`src/rtl/dcache_ctrl_pkg.sv`:
```
// Shared types and geometry for the direct-mapped write-back data cache.
// Optional statistics counters are enabled with the DCACHE_STATS_EN macro.
package dcache_ctrl_pkg;

    localparam int NUM_BLOCKS  = 8;
    localparam int BLOCK_BYTES = 4;
    localparam int ADDR_W      = 8;
    localparam int REG_SIZE    = 8;

    localparam int INDEX_W    = $clog2(NUM_BLOCKS);
    localparam int OFFSET_W   = $clog2(BLOCK_BYTES);
    localparam int TAG_W      = ADDR_W - INDEX_W - OFFSET_W;
    localparam int LINE_W     = BLOCK_BYTES * REG_SIZE;
    localparam int MEM_ADDR_W = TAG_W + INDEX_W;

    typedef enum logic [1:0] {
        DC_IDLE      = 2'd0,
        DC_WRITEBACK = 2'd1,
        DC_FETCH     = 2'd2
    } dc_state_e;

    typedef struct packed {
        logic [TAG_W-1:0]    tag;
        logic [INDEX_W-1:0]  index;
        logic [OFFSET_W-1:0] offset;
    } dc_addr_t;

    localparam logic [15:0] STAT_MAX = 16'hFFFF;

    // Saturating increment used by the statistics counters.
    function automatic logic [15:0] sat_inc(input logic [15:0] v);
        return (v == STAT_MAX) ? v : v + 16'd1;
    endfunction

endpackage

```
`src/rtl/dcache_ctrl_stats.sv`:
```
// Saturating hit/miss counters for dcache_ctrl; only built when DCACHE_STATS_EN is defined.
`ifdef DCACHE_STATS_EN
module dcache_stats
    import dcache_ctrl_pkg::*;
(
    input  logic        CLK,
    input  logic        RESET_N,
    input  logic        i_hit_inc,
    input  logic        i_miss_inc,
    output logic [15:0] o_hit_count,
    output logic [15:0] o_miss_count
);

    logic [15:0] r_hit_count;
    logic [15:0] r_miss_count;

    always_ff @(posedge CLK) begin
        if (!RESET_N) begin
            r_hit_count  <= '0;
            r_miss_count <= '0;
        end else begin
            if (i_hit_inc)  r_hit_count  <= sat_inc(r_hit_count);
            if (i_miss_inc) r_miss_count <= sat_inc(r_miss_count);
        end
    end

    assign o_hit_count  = r_hit_count;
    assign o_miss_count = r_miss_count;

endmodule
`endif

```
`src/rtl/dcache_ctrl.sv`:
```
// Direct-mapped write-back data cache: byte loads/stores on hit, block write-back/fetch on miss.
// Define DCACHE_STATS_EN to add HIT_COUNT/MISS_COUNT outputs backed by dcache_stats.
module dcache_ctrl
    import dcache_ctrl_pkg::*;
(
    input  logic                  CLK,
    input  logic                  RESET_N,
    input  logic                  READ,
    input  logic                  WRITE,
    input  logic [ADDR_W-1:0]     ADDRESS,
    input  logic [REG_SIZE-1:0]   WRITEDATA,
    output logic [REG_SIZE-1:0]   READDATA,
    output logic                  BUSYWAIT,
    output logic                  MEM_READ,
    output logic                  MEM_WRITE,
    output logic [MEM_ADDR_W-1:0] MEM_ADDRESS,
    output logic [LINE_W-1:0]     MEM_WRITEDATA,
    input  logic [LINE_W-1:0]     MEM_READDATA,
    input  logic                  MEM_BUSYWAIT
`ifdef DCACHE_STATS_EN
    ,
    output logic [15:0]           HIT_COUNT,
    output logic [15:0]           MISS_COUNT
`endif
);

    // Line storage is deliberately left unreset; only valid/dirty are cleared.
    logic [LINE_W-1:0]     r_data      [NUM_BLOCKS];
    logic [TAG_W-1:0]      r_tag_store [NUM_BLOCKS];
    logic [NUM_BLOCKS-1:0] r_valid;
    logic [NUM_BLOCKS-1:0] r_dirty;

    dc_state_e             r_state;
    logic [TAG_W-1:0]      r_miss_tag;
    logic [INDEX_W-1:0]    r_miss_index;
    logic                  r_mem_read;
    logic                  r_mem_write;
    logic [MEM_ADDR_W-1:0] r_mem_address;

    dc_addr_t              w_addr;
    logic                  w_req;
    logic                  w_hit;
    logic                  w_idle_hit;
    logic                  w_write_hit;
    logic                  w_miss_start;
    logic                  w_fill_done;
    logic [LINE_W-1:0]     w_line;
    logic [REG_SIZE-1:0]   w_line_bytes [BLOCK_BYTES];

    assign w_addr       = ADDRESS;
    assign w_req        = READ | WRITE;
    assign w_hit        = r_valid[w_addr.index] && (r_tag_store[w_addr.index] == w_addr.tag);
    assign w_idle_hit   = (r_state == DC_IDLE) && w_req && w_hit;
    assign w_write_hit  = w_idle_hit && WRITE;
    assign w_miss_start = (r_state == DC_IDLE) && w_req && !w_hit;
    assign w_fill_done  = (r_state == DC_FETCH) && !MEM_BUSYWAIT;
    assign w_line       = r_data[w_addr.index];

    generate
        for (genvar gi = 0; gi < BLOCK_BYTES; gi++) begin : gen_bytes
            assign w_line_bytes[gi] = w_line[gi*REG_SIZE +: REG_SIZE];
        end
    endgenerate

    assign READDATA      = w_hit ? w_line_bytes[w_addr.offset] : '0;
    assign BUSYWAIT      = (r_state != DC_IDLE) || w_miss_start;
    assign MEM_READ      = r_mem_read;
    assign MEM_WRITE     = r_mem_write;
    assign MEM_ADDRESS   = r_mem_address;
    assign MEM_WRITEDATA = r_data[r_miss_index];

    // Refill and store-hit never coincide (different states); reset suppresses both.
    always_ff @(posedge CLK) begin
        if (RESET_N) begin
            if (w_fill_done) begin
                r_data[r_miss_index]      <= MEM_READDATA;
                r_tag_store[r_miss_index] <= r_miss_tag;
            end else if (w_write_hit) begin
                r_data[w_addr.index][w_addr.offset*REG_SIZE +: REG_SIZE] <= WRITEDATA;
            end
        end
    end

    always_ff @(posedge CLK) begin
        if (!RESET_N) begin
            r_state       <= DC_IDLE;
            r_valid       <= '0;
            r_dirty       <= '0;
            r_miss_tag    <= '0;
            r_miss_index  <= '0;
            r_mem_read    <= 1'b0;
            r_mem_write   <= 1'b0;
            r_mem_address <= '0;
        end else begin
            case (r_state)
                DC_IDLE: begin
                    if (w_miss_start) begin
                        // Latch the missing address so a dropped request cannot corrupt the refill.
                        r_miss_tag   <= w_addr.tag;
                        r_miss_index <= w_addr.index;
                        if (r_valid[w_addr.index] && r_dirty[w_addr.index]) begin
                            r_state       <= DC_WRITEBACK;
                            r_mem_write   <= 1'b1;
                            r_mem_address <= {r_tag_store[w_addr.index], w_addr.index};
                        end else begin
                            r_state       <= DC_FETCH;
                            r_mem_read    <= 1'b1;
                            r_mem_address <= {w_addr.tag, w_addr.index};
                        end
                    end else if (w_write_hit) begin
                        r_dirty[w_addr.index] <= 1'b1;
                    end
                end
                DC_WRITEBACK: begin
                    if (!MEM_BUSYWAIT) begin
                        r_state       <= DC_FETCH;
                        r_mem_write   <= 1'b0;
                        r_mem_read    <= 1'b1;
                        r_mem_address <= {r_miss_tag, r_miss_index};
                    end
                end
                DC_FETCH: begin
                    if (!MEM_BUSYWAIT) begin
                        r_state               <= DC_IDLE;
                        r_mem_read            <= 1'b0;
                        r_valid[r_miss_index] <= 1'b1;
                        r_dirty[r_miss_index] <= 1'b0;
                    end
                end
                default: begin
                    r_state     <= DC_IDLE;
                    r_mem_read  <= 1'b0;
                    r_mem_write <= 1'b0;
                end
            endcase
        end
    end

`ifdef DCACHE_STATS_EN
    // The hit that retires a refilled access is accounted as part of its miss.
    logic r_refilled;

    always_ff @(posedge CLK) begin
        if (!RESET_N) r_refilled <= 1'b0;
        else          r_refilled <= w_fill_done;
    end

    dcache_stats u_stats (
        .CLK          (CLK),
        .RESET_N      (RESET_N),
        .i_hit_inc    (w_idle_hit && !r_refilled),
        .i_miss_inc   (w_miss_start),
        .o_hit_count  (HIT_COUNT),
        .o_miss_count (MISS_COUNT)
    );
`endif

endmodule

```
`config.mk`:
```
export PLATFORM = sky130hd
export DESIGN_NAME = dcache_ctrl
export DESIGN_NICKNAME = d
export VERILOG_FILES = /design/src/rtl/dcache_ctrl_pkg.sv /design/src/rtl/dcache_ctrl_stats.sv /design/src/rtl/dcache_ctrl.sv
export SDC_FILE = /design/constraint.sdc
export NUM_CORES = 1
export LEC_CHECK = 0
export ABC_AREA = 0
export CAP_MARGIN = 10
export CORE_AREA = 2 2 173 175
export DETAILED_ROUTE_END_ITERATION = 6
export DIE_AREA = 0 0 175 177
export PLACE_DENSITY_LB_ADDON = 0.15
export SLEW_MARGIN = 20
export SYNTH_ARGS = -nofsm -noshare
export SYNTH_HDL_FRONTEND = slang
export SYNTH_SLANG_ARGS = --single-unit
```
`constraint.sdc`:
```
create_clock -name CLK -period 5.7 [get_ports CLK]
set_clock_uncertainty 0.1 [all_clocks]
set_input_delay 1.14 -clock CLK [delete_from_list [all_inputs] [get_ports CLK]]
set_output_delay 1.14 -clock CLK [all_outputs]
set_load 0.02 [all_outputs]
```
==> run_results.csv, run 1 <==
group,metric,value,unit
yosys,synth_edf_count,280,
sta,setup_violations,0,
die,die-width,175,um
critical_path,reg2regPathDepth,7,
grt,grt_pass1_wl,69.2,mm
critical_path,start_kind,"input port",
critical_path,crit_type,"input port to primary output",
clock_tree,path_clk_slew,0.06,ns
grt,grt_pass1_vias,10900,
hold_path,hold_class,"flip-flop to flip-flop",
critical_path,critPathMaxFanout,42,
critical_path,worstReg2RegStart,"r_tag_store[7][2]",
placement,io_buffers,101,
die,num_io_pins,102,
clock_tree,cts_tree,"done",
placement,dpl.hpwl,31.5,mm
finish,multi_input_area,6040,um^2
route,wl_per_cell,27.8,um
outcome,status,"finished clean",
yosys,synth_ff_type,"edfxtp_1",
yosys,synth_area,15700,um^2
route,drt-pass1-iter-count,5,
sta,min_period_over_period,93.3,%
critical_path,critPathCapture,"READDATA[1]",
sta,max_freq,188,MHz
yosys,yosysSeqAreaShare,57.9,%
sta,rsz0062_at_grt,"false",
sta,period_needed,5.32,ns
clock_tree,clock_path_buffers,3,
finish,syn_to_final_growth,17.6,%
finish,nNetsFinal,1324,
grt,grt_overflow,0,
die,rows,63,
yosys,ys_ff_latch,315,
clock_tree,clk_latency,0.51,ns
sta,hold_violations,0,
finish,fillCellCount,2197,
power_and_ir_drop,leakage,6.21,nW
route,antenna_left,0,
die,core,29200,um^2
clock_tree,post_cts_resized,0,
grt,antenna_found_initial,0,
sta,slew_headroom,28.9,%
grt,track_usage,30.4,%
flow_run,max_cap_viol_count,0,
finish,drive_gt1_share,22.3,%
grt,grt_max_degree,43,
yosys,yosys_warnings,0,
critical_path,critical_path.reg2reg.endpoint,"r_data[4][3]",
clock_tree,htree_levels,2,
finish,final-seq-area,9120,um^2
finish,n_antenna_cell,0,
yosys,synth_nets,1198,
clock_tree,hold_buffers,0,
sta,worst_pin_slew,1.07,ns
die,start_util,53.8,%
sta,fin_hold_ws,0.356,ns
clock_tree,clock_sinks,315,
critical_path,crit_arrival,4.08,ns
finish,mostFrequentLayoutCells,"edfxtp_1 (280), nand2_1 (105), clkdlybuf4s50_1 (98), mux4_2 (83), mux2i_1 (72)",
sta,tns,0,ns
route,remaining_drc_errors,0,
power_and_ir_drop,p_per_area,294,nW/um^2
critical_path,regToRegSetupSlack,2.44,ns
clock_tree,post-cts-setup-buffers,0,
power_and_ir_drop,vdd_ir_drop_max,0.214,mV
critical_path,startpoint,"ADDRESS[2]",
yosys,ys_async_sr_fraction,0,%
critical_path,endpoint_kind,"primary output",
route,vias,11100,
yosys,synth_cells,1141,
route,drt_iter0_drc,1463,
route,vias_per_cell,6.60,
clock_tree,cts_buffers,34,
die,dieArea,31000,um^2
critical_path,required,4.46,ns
clock_tree,clockRootBuffer,"clkbuf_16",
die,die_h,177,um
finish,layout_commonest_cell,"edfxtp_1",
placement,routabilityCongestion,0.929,
sta,maxSlewViolCount,0,
yosys,avgSynthCellArea,13.8,um^2
yosys,yosys.cell_types.count,70,
route,routed_wirelength,46.7,mm
metal layers:
layer  vias to the layer above  routed length [um]  GRT usage [%]
met1                      5518               18300           42.4
met5                         -                   0              0
met2                       724               22000           48.3
li1                       4723                   -              -
met3                       123                4620           5.03
met4                         0                1780           11.9
cell families (layout without fill, tap and decap cells):
kind of cell | after synthesis | in the layout | synth area share, %
compound gates | 234 | 234 | 9.70
fa+ha+maj | 4 | 4 | 0.318
buf+inv | 130 | 280 | 3.69
flops | 315 | 315 | 57.9
mux | 219 | 219 | 21.1
simple gates | 239 | 239 | 7.28
area by class of cell:
type,count,area share [%]
timing repair buffer,170,8.50
clock inverter,21,0.995
tap,390,2.64
sequential,315,49.3
clock buffer,39,4.87
multi-input combinational,696,32.7
inverter,50,1.02
where the power goes:
group | internal [mW] | total [mW] | leakage (nW) | switching, mW
clock | 1.27 | 2.17 | 0.540 | 0.896
sequential | 2.54 | 2.59 | 2.80 | 0.0549
combinational | 0.310 | 0.676 | 2.86 | 0.366
total | 4.12 | 5.44 | 6.21 | 1.32
synthesized netlist by cell type, types with 10 or more instances:
cell	n	share of area (%)
edfxtp_1	280	53
nand2_1	105	2.5
mux4_2	83	12
mux2i_1	72	4.6
mux2_2	62	4.4
o21ai_0	56	1.8
a21oi_1	51	1.6
nor2_1	51	1.2
inv_1	48	1.1
o22ai_1	37	1.5
clkbuf_1	35	0.84
dfxtp_1	35	4.5
buf_2	25	0.80
nand2b_1	16	0.64
a221oi_1	12	0.67
nor3_1	12	0.38
o221ai_1	10	0.56
flip-flops by register name, summed over array words and instances, names as in the netlist, named ones only:
register,cells
r_state,2
r_miss_tag,3
MEM_READ,1
r_miss_index,3
MEM_WRITE,1
MEM_ADDRESS,6
r_dirty,8
r_tag_store,24
r_data,256
r_valid,8
critical path, stage by stage:
cell and delay [ns]:
buf_4 0.45, mux2_1 0.39, a2bb2oi_1 0.17, nand3b_1 0.16, and4_1 0.25, nand2_1 0.30
a211oi_1 0.47, clkdlybuf4s50_1 0.70
worst min-delay path by stage:
| stage | start | to | slack [ns] | depth (start not counted) |
|---|---|---|---|---|
| global route | r_dirty[4] | r_dirty[4] | 0.39 | 2 |
| global placement | r_dirty[5] | r_dirty[5] | 0.34 | 2 |
| CTS | r_dirty[5] | r_dirty[5] | 0.36 | 2 |
| finish | r_dirty[5] | r_dirty[5] | 0.36 | 2 |
| floorplan | r_dirty[5] | r_dirty[5] | 0.33 | 2 |
| detailed placement | r_dirty[5] | r_dirty[5] | 0.35 | 2 |
stage by stage:
stage | instances | worst slack (ns) | power [mW] | instance area (um^2) | utilization, %
4_1_cts | 1681 | 0.451 | 5.45 | 18500 | 63.2
6_report | 1681 | 0.384 | 5.44 | 18500 | 63.2
5_1_grt | 1681 | 0.233 | 5.58 | 18500 | 63.2
2_1_floorplan | 1141 | 1.20 | 3.03 | 15700 | -
3_5_place_dp | 1621 | 0.480 | 3.31 | 17400 | 59.5
3_3_place_gp | 1621 | 0.467 | 3.30 | 17400 | 59.5
Note: power is estimated with default switching activity, not from simulation.
==> run 2, diff against run 1 <==
--- a/config.mk
+++ b/config.mk
@@ -10,7 +10,8 @@
 export CORE_AREA = 2 2 173 175
 export DETAILED_ROUTE_END_ITERATION = 6
 export DIE_AREA = 0 0 175 177
-export PLACE_DENSITY_LB_ADDON = 0.15
+export PLACE_DENSITY_LB_ADDON = 0.25
+export SKIP_CTS_REPAIR_TIMING = 1
 export SLEW_MARGIN = 20
 export SYNTH_ARGS = -nofsm -noshare
 export SYNTH_HDL_FRONTEND = slang
==> run 2 against run 1 <==
Net effect: combinational power rose by 2%; wire length is 1.3% higher; hold slack worse by 0.0014 ns; final area is 0.14% higher; clock power hardly changed; largest power group unchanged.
==> run_results.csv, run 2 (synthesis results as in run 1) <==
group,metric,value,unit
grt,grt_pass1_vias,11000,
die,core,29200,um^2
critical_path,slowest_delay,0.68,ns
clock_tree,cts_buffers,35,
grt,grt_pass1_wl,69.9,mm
critical_path,cp.depth,9,
finish,utilization,63.3,%
finish,largest_reg_flops,256,
route,antenna_left,0,
finish,final_cell_area,18500,um^2
sta,slew_headroom,31.6,%
finish,largest_register,"r_data",
critical_path,worstPathCellList,"buf_4 -> buf_12 -> mux2i_1 -> a22oi_1 -> a21bo_2 -> and4_1 -> nand2_1 -> nor3_1 -> clkdlybuf4s50_1",
grt,antenna_found_initial,0,
power_and_ir_drop,leakage,6.20,nW
critical_path,critPathMaxFanout,42,
finish,mostFrequentLayoutCells,"edfxtp_1 (280), nand2_1 (105), clkdlybuf4s50_1 (98), mux4_2 (83), mux2i_1 (72)",
route,routed_wirelength,47.3,mm
die,dieArea,31000,um^2
power_and_ir_drop,vdd_ir_drop_max,0.258,mV
sta,maxSlewViolCount,0,
die,start_util,53.8,%
power_and_ir_drop,power.share.switching,24.2,%
finish,nNetsFinal,1322,
sta,period_needed,5.37,ns
placement,dpl.hpwl,31.9,mm
placement,placed_area,17400,um^2
clock_tree,path_clk_slew,0.06,ns
critical_path,crit_family,"buffers and inverters",
finish,largestRegisters,"r_data x256, r_tag_store x24",
critical_path,required,4.46,ns
critical_path,path_buf_inv,3,
critical_path,crit_type,"input port to primary output",
critical_path,start_kind,"input port",
clock_tree,htree_levels,2,
power_and_ir_drop,p_comb_share,12.6,%
clock_tree,cts_tree,"done",
placement,routabilityCongestion,0.936,
route,vias,11300,
critical_path,crit_slowest_cell,"clkdlybuf4s50_1",
flow_run,max_cap_viol_count,0,
clock_tree,clk_latency,0.51,ns
route,drt-pass1-iter-count,5,
route,vias_per_cell,6.71,
hold_path,hold_class,"flip-flop to flip-flop",
finish,syn_to_final_growth,17.8,%
power_and_ir_drop,power_switching,1.33,mW
route,remaining_drc_errors,0,
critical_path,regToRegSetupSlack,2.49,ns
route,wl_per_cell,28.2,um
finish,layout_commonest_cell,"edfxtp_1",
clock_tree,clockRootBuffer,"clkbuf_16",
die,num_io_pins,102,
clock_tree,clock_sinks,315,
finish,drive_gt1_share,22.0,%
sta,max_freq,186,MHz
sta,worst_pin_slew,1.03,ns
sta,hold_violations,0,
route,drt_iter0_drc,1515,
hold_path,hold_depth,2,
critical_path,crit_arrival,4.13,ns
sta,min_period_over_period,94.1,%
clock_tree,clock_path_buffers,3,
finish,n_antenna_cell,0,
outcome,status,"finished clean",
power_and_ir_drop,p_clk_share,40.2,%
die,die-width,175,um
power_and_ir_drop,p_per_area,296,nW/um^2
critical_path,reg2regPathDepth,7,
sta,rsz0062_at_grt,"false",
critical_path,endpoint_kind,"primary output",
die,rows,63,
power_and_ir_drop,intPower,4.15,mW
grt,grt_max_degree,43,
placement,io_buffers,101,
sta,tns,0,ns
sta,setup_violations,0,
grt,track_usage,30.7,%
power_and_ir_drop,seq_power_share,47.1,%
die,die_h,177,um
grt,grt_overflow,0,
-- run 2: path summary, 6_finish.rpt --
| kind | to | start |
|---|---|---|
| setup reg to reg | r_data[5][2] | r_tag_store[7][0] |
| hold reg to reg | MEM_ADDRESS[0] | MEM_ADDRESS[0] |
| setup / recovery | READDATA[4] | ADDRESS[2] |
| hold / removal | MEM_ADDRESS[0] | MEM_ADDRESS[0] |
-- run 2: area by class of cell --
cell class,instances,area [um^2]
clock buffers,44,931
clock inverters,17,179
fillers,2156,10700
inverters,50,188
multi-input cells,696,6040
flip-flops and latches,315,9110
well taps,390,488
repair buffers,167,1570
-- run 2: per-stage QoR --
stage / setup slack (ns) / cells / power [mW] / hold slack [ns]
2_1_floorplan: 1.20 / 1141 / 3.03 / 0.331
3_3_place_gp: 0.476 / 1618 / 3.30 / 0.341
3_5_place_dp: 0.444 / 1618 / 3.31 / 0.348
4_1_cts: 0.432 / 1679 / 5.48 / 0.357
5_1_grt: 0.175 / 1679 / 5.61 / 0.376
6_report: 0.334 / 1679 / 5.48 / 0.355
-- run 2: worst reg2reg max path: stages, from the launching register on --
cell and delay (ns):
edfxtp_1 0.36, mux2_1 0.32, a2bb2oi_1 0.17, nand3b_1 0.17
nand4_4 0.18, nor4b_4 0.29, buf_4 0.57, mux2i_1 0.73
-- run 2: power by group through the flow --
stage | Combinational (mW) | Sequential (mW) | Clock (mW)
6_report | 0.692 | 2.58 | 2.20
3_5_place_dp | 0.680 | 2.63 | 0
3_3_place_gp | 0.673 | 2.63 | 0
5_1_grt | 0.727 | 2.59 | 2.30
4_1_cts | 0.685 | 2.58 | 2.21
2_1_floorplan | 0.428 | 2.60 | 0
-- run 2: routing by layer --
| metal | part of all wire, % | global-route usage, % | vias up |
|---|---|---|---|
| met4 | 4.5 | 13.1 | 0 |
| met2 | 46 | 48.3 | 820 |
| li1 | - | - | 4726 |
| met1 | 38 | 41.4 | 5559 |
| met5 | 0 | 0 | - |
| met3 | 11 | 7.09 | 156 |
==> run 3, diff against run 2 <==
--- a/config.mk
+++ b/config.mk
@@ -7,9 +7,9 @@
 export LEC_CHECK = 0
 export ABC_AREA = 0
 export CAP_MARGIN = 10
-export CORE_AREA = 2 2 173 175
+export CORE_AREA = 2 2 165 167
 export DETAILED_ROUTE_END_ITERATION = 6
-export DIE_AREA = 0 0 175 177
+export DIE_AREA = 0 0 167 169
 export PLACE_DENSITY_LB_ADDON = 0.25
 export SKIP_CTS_REPAIR_TIMING = 1
 export SLEW_MARGIN = 20
==> run 3 against run 2 <==
Net effect: the run now ends with DRC left; register-to-register slack got worse by 0.57 ns; core utilization increased by 5.9 points; cell count fell by 2.7%; wire length down 0.89%; critical endpoint is now READDATA[0]; largest cell class unchanged; largest power group unchanged.
==> run_results.csv, run 3 (synthesis results as in run 1) <==
group,metric,value,unit
outcome,status,"complete, but fails checks",
outcome,violations,"DRC",
clock_tree,clock_sinks,315,
die,die_h,169,um
route,routed_wirelength,46.9,mm
sta,hold_violations,0,
critical_path,reg2regPathDepth,7,
critical_path,crit_top_cell,"buf_4",
critical_path,cp.depth,9,
critical_path,crit_type,"input port to primary output",
grt,grt_pass1_wl,69.2,mm
route,wl_met3,5.76,mm
die,num_io_pins,102,
finish,largest_reg_flops,256,
finish,drive_gt1_share,22.1,%
finish,final_cell_area,18300,um^2
critical_path,crit_slowest_cell,"clkdlybuf4s50_1",
power_and_ir_drop,leakage,6.17,nW
critical_path,crit_arrival,4.19,ns
clock_tree,path_clk_slew,0.05,ns
finish,utilization,69.2,%
placement,placed_area,17300,um^2
hold_path,hold_class,"flip-flop to flip-flop",
finish,nNetsFinal,1325,
finish,layout_commonest_cell,"edfxtp_1",
route,vias_per_cell,6.98,
die,dieArea,28200,um^2
route,vias,11400,
sta,setup_violations,0,
clock_tree,htree_levels,2,
critical_path,required,4.46,ns
critical_path,slowest_delay,0.67,ns
critical_path,path_buf_inv,4,
route,top_layer,"met4",
sta,max_freq,184,MHz
hold_path,hold_depth,2,
power_and_ir_drop,vdd_ir_drop_max,0.272,mV
sta,period_needed,5.43,ns
finish,final_cell_count_no_fill,1633,
clock_tree,clockRootBuffer,"clkbuf_16",
sta,rsz0062_at_grt,"false",
critical_path,crit_family,"buffers and inverters",
route,antenna_left,0,
die,start_util,59.3,%
route,met2_length,22.0,mm
grt,antenna_found_initial,1,
route,drt_iter0_drc,1581,
power_and_ir_drop,p_per_area,293,nW/um^2
critical_path,worstPathCellList,"buf_4 -> buf_12 -> nand2b_1 -> o22ai_1 -> a2111oi_0 -> buf_4 -> a211oi_1 -> nor3_1 -> clkdlybuf4s50_1",
route,remaining_drc_errors,1,
sta,slew_headroom,23.0,%
finish,largestRegisters,"r_data x256, r_tag_store x24",
placement,dpl.hpwl,31.5,mm
finish,largest_register,"r_data",
route,wl_per_cell,28.7,um
sta,maxSlewViolCount,0,
clock_tree,cts_buffers,34,
sta,fin_hold_ws,0.359,ns
route,drt-pass1-iter-count,7,
grt,grt_max_degree,52,
critical_path,start_kind,"input port",
grt,grt_pass1_vias,11400,
sta,worst_pin_slew,1.16,ns
critical_path,endpoint_kind,"primary output",
placement,io_buffers,101,
placement,dp.cells,1573,
clock_tree,clock_path_buffers,3,
die,die-width,167,um
sta,tns,0,ns
die,rows,60,
sta,min_period_over_period,95.3,%
die,core,26500,um^2
placement,routabilityCongestion,0.918,
grt,grt_overflow,0,
clock_tree,cts_tree,"done",
clock_tree,clk_latency,0.51,ns
finish,syn_to_final_growth,16.7,%
flow_run,max_cap_viol_count,0,
route,wl_met1,16.3,mm
critical_path,critPathMaxFanout,51,
finish,mostFrequentLayoutCells,"edfxtp_1 (280), nand2_1 (105), clkdlybuf4s50_1 (98), mux4_2 (83)",
finish,fillCellCount,1790,
grt,track_usage,33.2,%
[run 3: cell count changes in the layout (fill, tap and decap cells not counted)]
| cell | before | now |
|---|---|---|
| clkinv_2 | 4 | 6 |
| buf_12 | 6 | 1 |
| clkinv_1 | 7 | 6 |
| clkbuf_1 | 8 | 9 |
| bufinv_16 | 3 | 2 |
| clkinv_8 | 1 | 0 |
| buf_4 | 63 | 72 |
| clkbuf_16 | 36 | 35 |
| diode_2 | 0 | 1 |
| clkinv_4 | 1 | 0 |
[run 3: worst reg2reg max path, delay by kind of cell (launching register included)]
family / cells / cell delay, ns
simple gates: 3 / 1.19
mux: 2 / 1.09
buf+inv: 1 / 0.57
compound gates: 1 / 0.17
flops: 1 / 0.36
[run 3: per-layer routing]
metal / track usage [%] / up-vias
li1: - / 4735
met1: 42.5 / 5554
met2: 52.7 / 909
met3: 8.63 / 207
met4: 17.3 / 0
met5: 0 / -
[run 3: final timing paths]
check,start,end,slack [ns]
max,ADDRESS[2],READDATA[0],0.27
min,MEM_ADDRESS[2],MEM_ADDRESS[2],0.36
max reg2reg,r_tag_store[7][2],r_data[4][7],1.92
min reg2reg,MEM_ADDRESS[2],MEM_ADDRESS[2],0.36
[run 3: layout make-up]
class,count,area [um^2],area share (%)
diodes,1,2.50,0.0136
inverters,50,188,1.02
repair buffers,171,1540,8.40
clock buffers,44,910,4.96
well taps,341,427,2.33
clock inverters,15,130,0.709
multi-input cells,696,6040,32.9
flip-flops and latches,315,9110,49.7
[run 3: where the power goes]
| group | internal, mW | switching (mW) | leakage [nW] |
|---|---|---|---|
| Sequential | 2.54 | 0.0503 | 2.80 |
| Combinational | 0.307 | 0.378 | 2.86 |
| Clock | 1.22 | 0.878 | 0.509 |
[run 3: per-stage QoR]
| step | total power [mW] | worst slack [ns] |
|---|---|---|
| 4_1_cts | 5.37 | 0.395 |
| 2_1_floorplan | 3.03 | 1.20 |
| 3_5_place_dp | 3.31 | 0.431 |
| 6_report | 5.37 | 0.266 |
| 3_3_place_gp | 3.30 | 0.388 |
| 5_1_grt | 5.50 | 0.185 |
